[src/rtl/async_fifo_wptr_full_if.sv]
// Write-side bundle of the clock-crossing FIFO: the producer request, the unsynchronised read
// pointer, and the write address, Gray pointer, accept, full and level returned by the stage.
interface async_fifo_wptr_full_if #(
  parameter int unsigned ADDR_WIDTH = 4
);

  logic                  wr_en;
  logic [ADDR_WIDTH:0]   rptr_gray_async;
  logic [ADDR_WIDTH-1:0] waddr;
  logic [ADDR_WIDTH:0]   wptr_gray;
  logic                  wr_accept;
  logic                  full;
  logic [ADDR_WIDTH:0]   wlevel;

  modport master (
    output wr_en,
    output rptr_gray_async,
    input  waddr,
    input  wptr_gray,
    input  wr_accept,
    input  full,
    input  wlevel
  );

  modport slave (
    input  wr_en,
    input  rptr_gray_async,
    output waddr,
    output wptr_gray,
    output wr_accept,
    output full,
    output wlevel
  );

endinterface

[src/rtl/async_fifo_wptr_full.sv]
// Write-domain pointer stage of the clock-crossing FIFO: binary/Gray write pointer, two-flop
// synchroniser for the read Gray pointer, registered full flag and pessimistic fill level.
module async_fifo_wptr_full #(
  parameter int unsigned ADDR_WIDTH = 4
) (
  input logic                  clk,
  input logic                  rst,
  async_fifo_wptr_full_if.slave bus
);

  localparam int unsigned PW = ADDR_WIDTH + 1;

  logic [PW-1:0] wbin_q, wbin_d;
  logic [PW-1:0] wptr_gray_q, wgray_d;
  logic [PW-1:0] rq1_q, rq2_q;
  logic [PW-1:0] rbin_sync;
  logic [PW-1:0] wlevel_q, wlevel_d;
  logic          full_q, full_d;
  logic          wr_accept;

  always_comb begin
    wr_accept = bus.wr_en & ~full_q;
    wbin_d    = wbin_q + PW'(wr_accept);
    wgray_d   = wbin_d ^ (wbin_d >> 1);

    // Gray-to-binary: each bit is the XOR of itself and all higher Gray bits.
    rbin_sync = '0;
    for (int unsigned i = 0; i < PW; i++) begin
      rbin_sync[i] = ^(rq2_q >> i);
    end

    // Full when the next write pointer is exactly one lap ahead of the synced read pointer.
    full_d   = (wgray_d == {~rq2_q[ADDR_WIDTH -: 2], rq2_q[ADDR_WIDTH-2:0]});
    wlevel_d = wbin_d - rbin_sync;
  end

  always_ff @(posedge clk or posedge rst) begin
    if (rst) begin
      wbin_q      <= '0;
      wptr_gray_q <= '0;
      rq1_q       <= '0;
      rq2_q       <= '0;
      full_q      <= 1'b0;
      wlevel_q    <= '0;
    end else begin
      wbin_q      <= wbin_d;
      wptr_gray_q <= wgray_d;
      rq1_q       <= bus.rptr_gray_async;
      rq2_q       <= rq1_q;
      full_q      <= full_d;
      wlevel_q    <= wlevel_d;
    end
  end

  assign bus.waddr     = wbin_q[ADDR_WIDTH-1:0];
  assign bus.wptr_gray = wptr_gray_q;
  assign bus.wr_accept = wr_accept;
  assign bus.full      = full_q;
  assign bus.wlevel    = wlevel_q;

endmodule

[src/flat_wrapper.sv]
// flat-port wrapper written by rule: the top's interface ports become plain ports
module async_fifo_wptr_full_flat 
#(
  parameter int unsigned ADDR_WIDTH = 4
)
  (clk, rst, bus_wr_en, bus_rptr_gray_async, bus_waddr, bus_wptr_gray, bus_wr_accept, bus_full, bus_wlevel);
  async_fifo_wptr_full_if #(.ADDR_WIDTH(ADDR_WIDTH)) bus_i ();
  input logic clk;
  input logic rst;
  input wire logic [$bits(bus_i.wr_en)-1:0] bus_wr_en;
  input wire logic [$bits(bus_i.rptr_gray_async)-1:0] bus_rptr_gray_async;
  output wire logic [$bits(bus_i.waddr)-1:0] bus_waddr;
  output wire logic [$bits(bus_i.wptr_gray)-1:0] bus_wptr_gray;
  output wire logic [$bits(bus_i.wr_accept)-1:0] bus_wr_accept;
  output wire logic [$bits(bus_i.full)-1:0] bus_full;
  output wire logic [$bits(bus_i.wlevel)-1:0] bus_wlevel;
  assign bus_i.wr_en = bus_wr_en;
  assign bus_i.rptr_gray_async = bus_rptr_gray_async;
  assign bus_waddr = bus_i.waddr;
  assign bus_wptr_gray = bus_i.wptr_gray;
  assign bus_wr_accept = bus_i.wr_accept;
  assign bus_full = bus_i.full;
  assign bus_wlevel = bus_i.wlevel;
  async_fifo_wptr_full #(.ADDR_WIDTH(ADDR_WIDTH)) u_core (.clk(clk), .rst(rst), .bus(bus_i));
endmodule
[config.mk]
export PLATFORM = sky130hd
export DESIGN_NAME = async_fifo_wptr_full_flat
export DESIGN_NICKNAME = d
export VERILOG_FILES = /design/src/rtl/async_fifo_wptr_full_if.sv /design/src/rtl/async_fifo_wptr_full.sv /design/src/flat_wrapper.sv
export SDC_FILE = /design/constraint.sdc
export NUM_CORES = 1
export LEC_CHECK = 0
export CORE_MARGIN = 5
export CORE_UTILIZATION = 45
export DETAILED_ROUTE_END_ITERATION = 12
export PLACE_DENSITY = 0.72
export SLEW_MARGIN = 20
export SYNTH_ARGS = -nofsm -noshare
export SYNTH_HDL_FRONTEND = slang
export SYNTH_SLANG_ARGS = --single-unit
[constraint.sdc]
create_clock -name clk -period 7.8 [get_ports clk]
set_clock_uncertainty 0.15 [all_clocks]
set_input_delay 1.17 -clock clk [delete_from_list [all_inputs] [get_ports clk]]
set_output_delay 1.17 -clock clk [all_outputs]
set_load 0.03 [all_outputs]
**Word-level counts from Yosys, hierarchy flattened**

Index checks and enable logic that the tools add are counted.

- Register bits after elaboration: 26
- Input bits: 8
- Output and inout bits: 16
- Word-level logic and storage cells: 18

- Add/sub/neg operators: 2
- Equal/unequal tests: 1
- Bitwise gates (word level): 4
- Reduce and logical (&&, ||, !) cells: 5

Operators with widths:

| cell | count |
|---|---|
| XOR reduction 5 bit | 5 |
| adder 5 x 1 -> 5 bit | 1 |
| equality test 5 bit | 1 |
| subtractor 5 bit | 1 |
| XOR 5 x 4 -> 5 bit | 1 |
| inverter 2 bit | 1 |
| AND 1 bit | 1 |
| inverter 1 bit | 1 |

**Depth between registers and ports, before layout**

Gate-level depths: netlist of run 1.

- Depth in word-level cells: 5
- Gate-level depth with buffers: 9
- Gate-level depth less buffers: 9

**Worst setup path after synthesis of run 1**

Ideal clock, no wire load.

- Kind: input -> register
- Start: input bus_wr_en
- End: register u_core.full_q (netlist: u_core.bus.full)
- Library setup time: 111 ps
- Data arrival time: 3294 ps
- Data required time: 7539 ps
- Setup slack: 4244 ps
- Stages on the path: 7
- Path buffers: 0
- Cells stage by stage: nor2b_1 > ha_1 > ha_1 > xor2_2 > xor2_1 > or3_1 > a2111oi_2

- Word-level cells in the longest chain between the ends: 4

RTL lines:

| item | RTL line | RTL |
|---|---|---|
| from (decl) | flat_wrapper.sv:10 | `input wire logic [$bits(bus_i.wr_en)-1:0] bus_wr_en;` |
| AND 1 bit | async_fifo_wptr_full.sv:22 | `wr_accept = bus.wr_en & ~full_q;` |
| adder 5 x 1 -> 5 bit | async_fifo_wptr_full.sv:23 | `wbin_d = wbin_q + PW'(wr_accept);` |
| net u_core.wbin_d[2] | async_fifo_wptr_full.sv:13 | `logic [PW-1:0] wbin_q, wbin_d;` |
| XOR 5 x 4 -> 5 bit | async_fifo_wptr_full.sv:24 | `wgray_d = wbin_d ^ (wbin_d >> 1);` |
| equality test 5 bit | async_fifo_wptr_full.sv:33 | `full_d = (wgray_d == {~rq2_q[ADDR_WIDTH -: 2], rq2_q[ADDR_WIDTH-2:0]});` |
| net u_core.full_d | async_fifo_wptr_full.sv:18 | `logic full_q, full_d;` |
| to (signal assigned) | async_fifo_wptr_full.sv:50 | `full_q <= full_d;` |
| to (decl) | async_fifo_wptr_full.sv:18 |  |

The timed path passes the listed nets, and every way through them passes these cells.

**Worst setup path in the final report of run 1**

- Start: input bus_wr_en
- End: output bus_wr_accept

- Word-level cells in the longest chain between the ends: 1

RTL lines:

| item | RTL line | RTL |
|---|---|---|
| AND 1 bit | async_fifo_wptr_full.sv:22 |  |
| to (decl) | flat_wrapper.sv:14 | `output wire logic [$bits(bus_i.wr_accept)-1:0] bus_wr_accept;` |

Every way passes these cells.

==> results of run 1 <==
==> how the worst min path moves through the flow <==
stage | to | slack (ns) | depth (start not counted) | from
3_3_place_gp | u_core.rq2_q[4]$_DFF_PP0_ | 0.19 | 0 | u_core.rq1_q[4]$_DFF_PP0_
3_5_place_dp | u_core.rq2_q[0]$_DFF_PP0_ | 0.18 | 0 | u_core.rq1_q[0]$_DFF_PP0_
5_1_grt | u_core.rq2_q[4]$_DFF_PP0_ | 0.22 | 0 | u_core.rq1_q[4]$_DFF_PP0_
2_1_floorplan | u_core.rq2_q[0]$_DFF_PP0_ | 0.18 | 0 | u_core.rq1_q[0]$_DFF_PP0_
6_report | u_core.rq2_q[0]$_DFF_PP0_ | 0.22 | 0 | u_core.rq1_q[0]$_DFF_PP0_
4_1_cts | u_core.rq2_q[0]$_DFF_PP0_ | 0.21 | 0 | u_core.rq1_q[0]$_DFF_PP0_
==> through the flow <==
step                      instance area (um^2)  total power, uW
after floorplan                           1084            485.3
after global placement                    1349            603.8
after detailed placement                  1349            610.7
after CTS                                 1376            670.0
after global routing                      1376            707.4
final                                     1376            659.1
==> final cells by class <==
class / instances / area [um^2] / share of cell area (%)
well taps: 28 / 35.03 / 2.545
clock buffers: 3 / 22.52 / 1.636
inverters: 8 / 30.03 / 2.182
clock inverters: 1 / 5.005 / 0.3636
multi-input cells: 44 / 427.9 / 31.09
flip-flops and latches: 25 / 625.6 / 45.45
repair buffers: 23 / 230.2 / 16.73
==> power groups by stage <==
stage	sequential [uW]	combinational, uW	clock (uW)
6_report	202	400	56.9
5_1_grt	208	435	63.6
4_1_cts	203	407	59.7
3_5_place_dp	207	404	0
3_3_place_gp	204	399	0
2_1_floorplan	283	202	0
==> cells in the mapped netlist <==
cell type  instances  area share [%]
or3_1              1            0.58
mux2_2             1             1.0
xor2_2             1             1.5
nor2b_1            3             1.7
inv_1              8             2.8
xnor3_1            2             4.2
a2bb2oi_1          1            0.81
a21oi_1            1            0.46
a2111oi_2          1             1.4
dfrtp_1           25              58
a221oi_1           1            0.81
xor2_1             9             7.3
and3_1             1            0.58
maj3_2             1             1.0
fa_1               1             1.8
nand3_1            2            0.92
ha_1               5             5.8
xnor2_1           11             8.9
nand2_1            2            0.69
==> routing by layer <==
metal  part of all wire, %  vias up  wire length (um)  GRT usage, %
met5                     0        -                 0             0
met4                  0.83        0                14         4.854
met3                   5.8        2                98         1.961
met2                    50       19               836         17.98
met1                    43      289               726         13.11
li1                      -      304                 -             -
==> registers in the layout (all words and copies together), names as in the netlist <==
name and count:
u_core.bus.wlevel 5, u_core.rq1_q 5, u_core.rq2_q 5, u_core.wbin_q 5, u_core.bus.wptr_gray 4, u_core.bus.full 1
==> kinds of logic after synthesis <==
kind of cell             after synthesis  synth area share (%)
AO/OA/AOI/OAI                          4                 3.464
XOR/XNOR                              23                 21.82
adder cells (fa/ha/maj)                7                 8.661
buffers and inverters                  8                 2.771
flip-flops                            25                 57.74
multiplexers                           1                 1.039
AND/OR/NAND/NOR                        9                 4.505
==> metrics, run 1 <==
critical path class=in -> out; Critical Path Sink=bus_wr_accept; number of top-level pins=24; Synth cell types=19; via/cell ratio=4.652; CP Capture Type=output port; Slowest cell on crit path=clkdlybuf4s50_1; worst setup margin=3.994 ns; routability cong.=0.7104; Inserted Diodes=0; DRC errors left=0; Inst Count DP=128; Slew Limit Headroom=39.77%; yosys warns=0; cts repair resizes=0; Sw Pwr=282.9 uW; Crit path largest cell delay=0.70 ns; Detailed Route WL=1677 um; Worst path most repeated cell=clkdlybuf4s50_1; Synth Register Bits=25; # setup viols final=0; status=complete, no violations; Layout Nets=119; row cnt=17; final hold vios=0; CP top delay family=buffers and inverters; Int Power=376.2 uW; first-pass GRT wire length=2808 um; combinational power share=60.7%; setup bufs post-CTS=0; Avg Synthesized Cell Area=14.07 um^2; detailed router's first-iteration violation count=9; peak supply drop=0.2460 mV; Fmax=262.7 MHz; final core occ=61.04%; Mapped Cells=77; Leak=0.0006273 uW; die footprint=3489 um^2; Hold Crit Class=reg -> reg; post-layout min period=3.806 ns; vias=614; Post-CTS Hold Fix Bufs=0; Startpoint Class=input pin; Seq pwr share=30.7%; setup TNS=0 ns; fin. max-slew vios=0; Clock Path Buffers=2; Worst EP arrival=2.49 ns; Die W=59.07 um; Clock Latency Late Sink=0.31 ns; Starting Density=48.06%; Core ar.=2255 um^2; Buffers on Ports=23; Fin Hold WS=0.2164 ns; GRT Util Overall=10.63%; Reg2Reg Capture Point=u_core.bus.wlevel[4]$_DFF_PP0_; CP cell instances=clkdlybuf4s50_1 > nor2b_1 > clkdlybuf4s50_1; DP HPWL=1298 um; TritonCTS Sinks=25; CTS Buf Count=3; CP bufs+invs=2; Max-cap violations=0; FF-to-FF setup slack=5.00 ns; unrepaired setup endpoints after global routing=no; Synthesized Nets=91; post-route ant nets=0; Worst path depth=3; Worst Setup SP=bus_wr_en; Worst Max-Slew Pin Slew=0.9024 ns; non-filler cells, final=132; DR WL/cell=12.70 um; clock group share of total power=8.6%; pin count of the biggest net entering global routing=26; CTS tree=done; initial antenna violation count=0; Layout area overhead=27.02%; total gr overflow=0; H-tree depth=1; Root Driver=clkbuf_4; DR pass1 iterations=2; maximum fanout along the worst path=2; power density cells=478.9 nW/um^2; Die Y=59.07 um; Worst EP required=6.48 ns; Mapped Area=1084 um^2; Reg2Reg Depth=9; RR Startpoint=u_core.rq2_q[3]$_DFF_PP0_; most frequent cells in the layout=dfrtp_1 (25), clkdlybuf4s50_1 (23), xnor2_1 (11), xor2_1 (9), inv_1 (8); number of global-route vias before repair=667; commonest non-fill, non-tap cell in the layout=dfrtp_1; dpl ws=3.975 ns; crit share post-route=48.80%; fillers=196; layout cells sized above 1=7.692%; Sw Share=42.92%; Reg clk slew, reported paths=0.13 ns; sequential share of the synthesized area=57.74%
(Power assumes the default switching activity.)
==> run 2, diff against run 1 <==
clock period = 3.95 ns   (was 7.8 ns; I/O delays follow)
==> run 2 against run 1 <==
- non-clock buffer count stayed put
- via count is 0.65% lower
- flip-flop and latch count stayed put
- total power is 98% higher
- first-iteration DRC count is 22% lower
- die area stayed put
- critical path type is now in -> reg
- critical endpoint is now u_core.bus.full$_DFF_PP0_
==> metrics, run 2 (synthesis gave the netlist of run 1 again) <==
cts repair resizes=0 (unchanged); dpl cell area=1349 um^2 (unchanged); Fmax=347.1 MHz; Worst path most repeated cell=ha_1; Slew Limit Headroom=38.42% (-1.3 points); die footprint=3489 um^2 (unchanged); GRT Util Overall=11.12% (+0.49 points); DR WL/cell=12.76 um (+0.42%); final hold vios=0 (unchanged); Reg clk slew, reported paths=0.13 ns (about the same); most frequent cells in the layout=dfrtp_1 (25), clkdlybuf4s50_1 (23), xnor2_1 (11), xor2_1 (9), inv_1 (8); DP HPWL=1315 um (+1.3%); detailed router's first-iteration violation count=7 (-2); DR pass1 iterations=3 (+1); Sw Share=42.88% (-0.047 points); dpl ws=0.7281 ns (-3.247 ns); H-tree depth=1 (unchanged); Crit path largest cell delay=0.44 ns (-0.26 ns); Die W=59.07 um (unchanged); Final Instance Area=1375 um^2 (about the same); Inserted Diodes=0 (unchanged); Leak=0.0006246 uW (-0.44%); worst setup margin=1.069 ns (-2.925 ns); post-layout min period=2.881 ns; CTS tree=done; Seq pwr share=30.6% (about the same); number of global-route vias before repair=664 (-0.45%); Worst Max-Slew Pin Slew=0.9226 ns (+0.02022 ns); status=complete, no violations; post-route ant nets=0 (unchanged); Clock Latency Late Sink=0.31 ns (about the same); Critical Path Sink=u_core.bus.full$_DFF_PP0_; Starting Density=48.06% (unchanged); maximum fanout along the worst path=6 (+4); Reg2Reg Capture Point=u_core.bus.wlevel[4]$_DFF_PP0_; combinational power share=61.0% (+0.3 points); clock group share of total power=8.5% (about the same); number of top-level pins=24 (unchanged); power density cells=949.4 nW/um^2 (+98%); Sw Pwr=559.8 uW (+98%); via/cell ratio=4.621 (-0.65%); CP Capture Type=flop; Core ar.=2255 um^2 (unchanged); Worst Setup SP=bus_wr_en; Slowest cell on crit path=clkdlybuf4s50_1; routability cong.=0.7405 (+4.2%); RR Startpoint=u_core.rq2_q[3]$_DFF_PP0_; Buffers on Ports=23 (unchanged); Die Y=59.07 um (unchanged); Root Driver=clkbuf_4; crit share post-route=72.94%; # setup viols final=0 (unchanged); Worst EP required=4.01 ns (-2.47 ns); Int Power=745.8 uW (+98%); DRC errors left=0 (unchanged); Clock Path Buffers=2 (unchanged); CTS Buf Count=3 (unchanged); FF-to-FF setup slack=1.17 ns (-3.83 ns); Max-cap violations=0 (unchanged); Worst EP arrival=2.94 ns (+0.45 ns); pin count of the biggest net entering global routing=26 (unchanged); commonest non-fill, non-tap cell in the layout=dfrtp_1; critical path class=in -> reg; Detailed Route WL=1684 um (+0.42%); peak supply drop=0.5561 mV (+130%); fin. max-slew vios=0 (unchanged); WHS Path Cells=0 (unchanged); layout cells sized above 1=6.731% (-0.96 points); TritonCTS Sinks=25 (unchanged); Layout Nets=119 (unchanged); Hold Crit Class=reg -> reg; CP cell instances=clkdlybuf4s50_1 > nor2b_1 > ha_1 > ha_1 > xor2_2 > xor2_1 > or3_1 > a2111oi_2; Reg2Reg Depth=9 (unchanged); first-pass GRT wire length=2891 um (+3.0%); setup bufs post-CTS=0 (unchanged); vias=610 (-0.65%); total gr overflow=0 (unchanged); setup TNS=0 ns (unchanged); initial antenna violation count=0 (unchanged); Layout area overhead=26.91% (about the same); Post-CTS Hold Fix Bufs=0 (unchanged); row cnt=17 (unchanged); Startpoint Class=input pin; unrepaired setup endpoints after global routing=no
## run 2: cell types whose count changed in the layout (fill, tap and decap cells not counted)
cell | before | now
clkbuf_1 | 0 | 1
clkinv_2 | 1 | 0
## run 2: worst max-delay path: cells and delay by family
| kind | cells | cell delay (ns) |
|---|---|---|
| buf+inv | 1 | 0.44 |
| compound gates | 1 | 0.30 |
| simple gates | 2 | 0.56 |
| xor+xnor | 2 | 0.54 |
| fa+ha+maj | 2 | 0.51 |
## run 2: how the worst min path moves through the flow
stage	startpoint	end	slack (ns)
floorplan	u_core.rq1_q[0]$_DFF_PP0_	u_core.rq2_q[0]$_DFF_PP0_	0.18
global placement	u_core.rq1_q[4]$_DFF_PP0_	u_core.rq2_q[4]$_DFF_PP0_	0.18
detailed placement	u_core.rq1_q[3]$_DFF_PP0_	u_core.rq2_q[3]$_DFF_PP0_	0.19
CTS	u_core.rq1_q[3]$_DFF_PP0_	u_core.rq2_q[3]$_DFF_PP0_	0.22
global route	u_core.rq1_q[1]$_DFF_PP0_	u_core.rq2_q[1]$_DFF_PP0_	0.24
finish	u_core.rq1_q[3]$_DFF_PP0_	u_core.rq2_q[3]$_DFF_PP0_	0.22
## run 2: cell type report
type,count,area (um^2)
Sequential cell,25,625.6
Fill cell,193,879.6
Inverter,8,30.03
Multi-Input combinational cell,44,427.9
Tap cell,28,35.03
Clock buffer,4,26.28
Timing Repair Buffer,23,230.2
## run 2: per-layer routing
metal	GRT usage [%]	routed length [um]	share of wire, %
met2	17.51	847	50
met5	0	0	0
met4	5.502	0	0
met1	14.72	761	45
met3	1.961	75	4.5
## run 2: metrics by stage
step / util [%] / total power (uW) / cells / hold WS (ns)
after CTS: 60.99 / 1324 / 132 / 0.2175
final: 60.99 / 1306 / 132 / 0.2161
after global placement: 59.82 / 1199 / 128 / 0.1828
after floorplan: - / 958.3 / 77 / 0.1812
after global routing: 60.99 / 1401 / 132 / 0.2370
after detailed placement: 59.82 / 1209 / 128 / 0.1871
## run 2: power by group through the flow
stage                     clock (uW)  combinational (uW)  sequential (uW)
after CTS                        118                 806              401
final                            111                 796              399
after global routing             128                 863              410
after detailed placement           0                 802              407
after global placement             0                 795              404
after floorplan                    0                 399              559
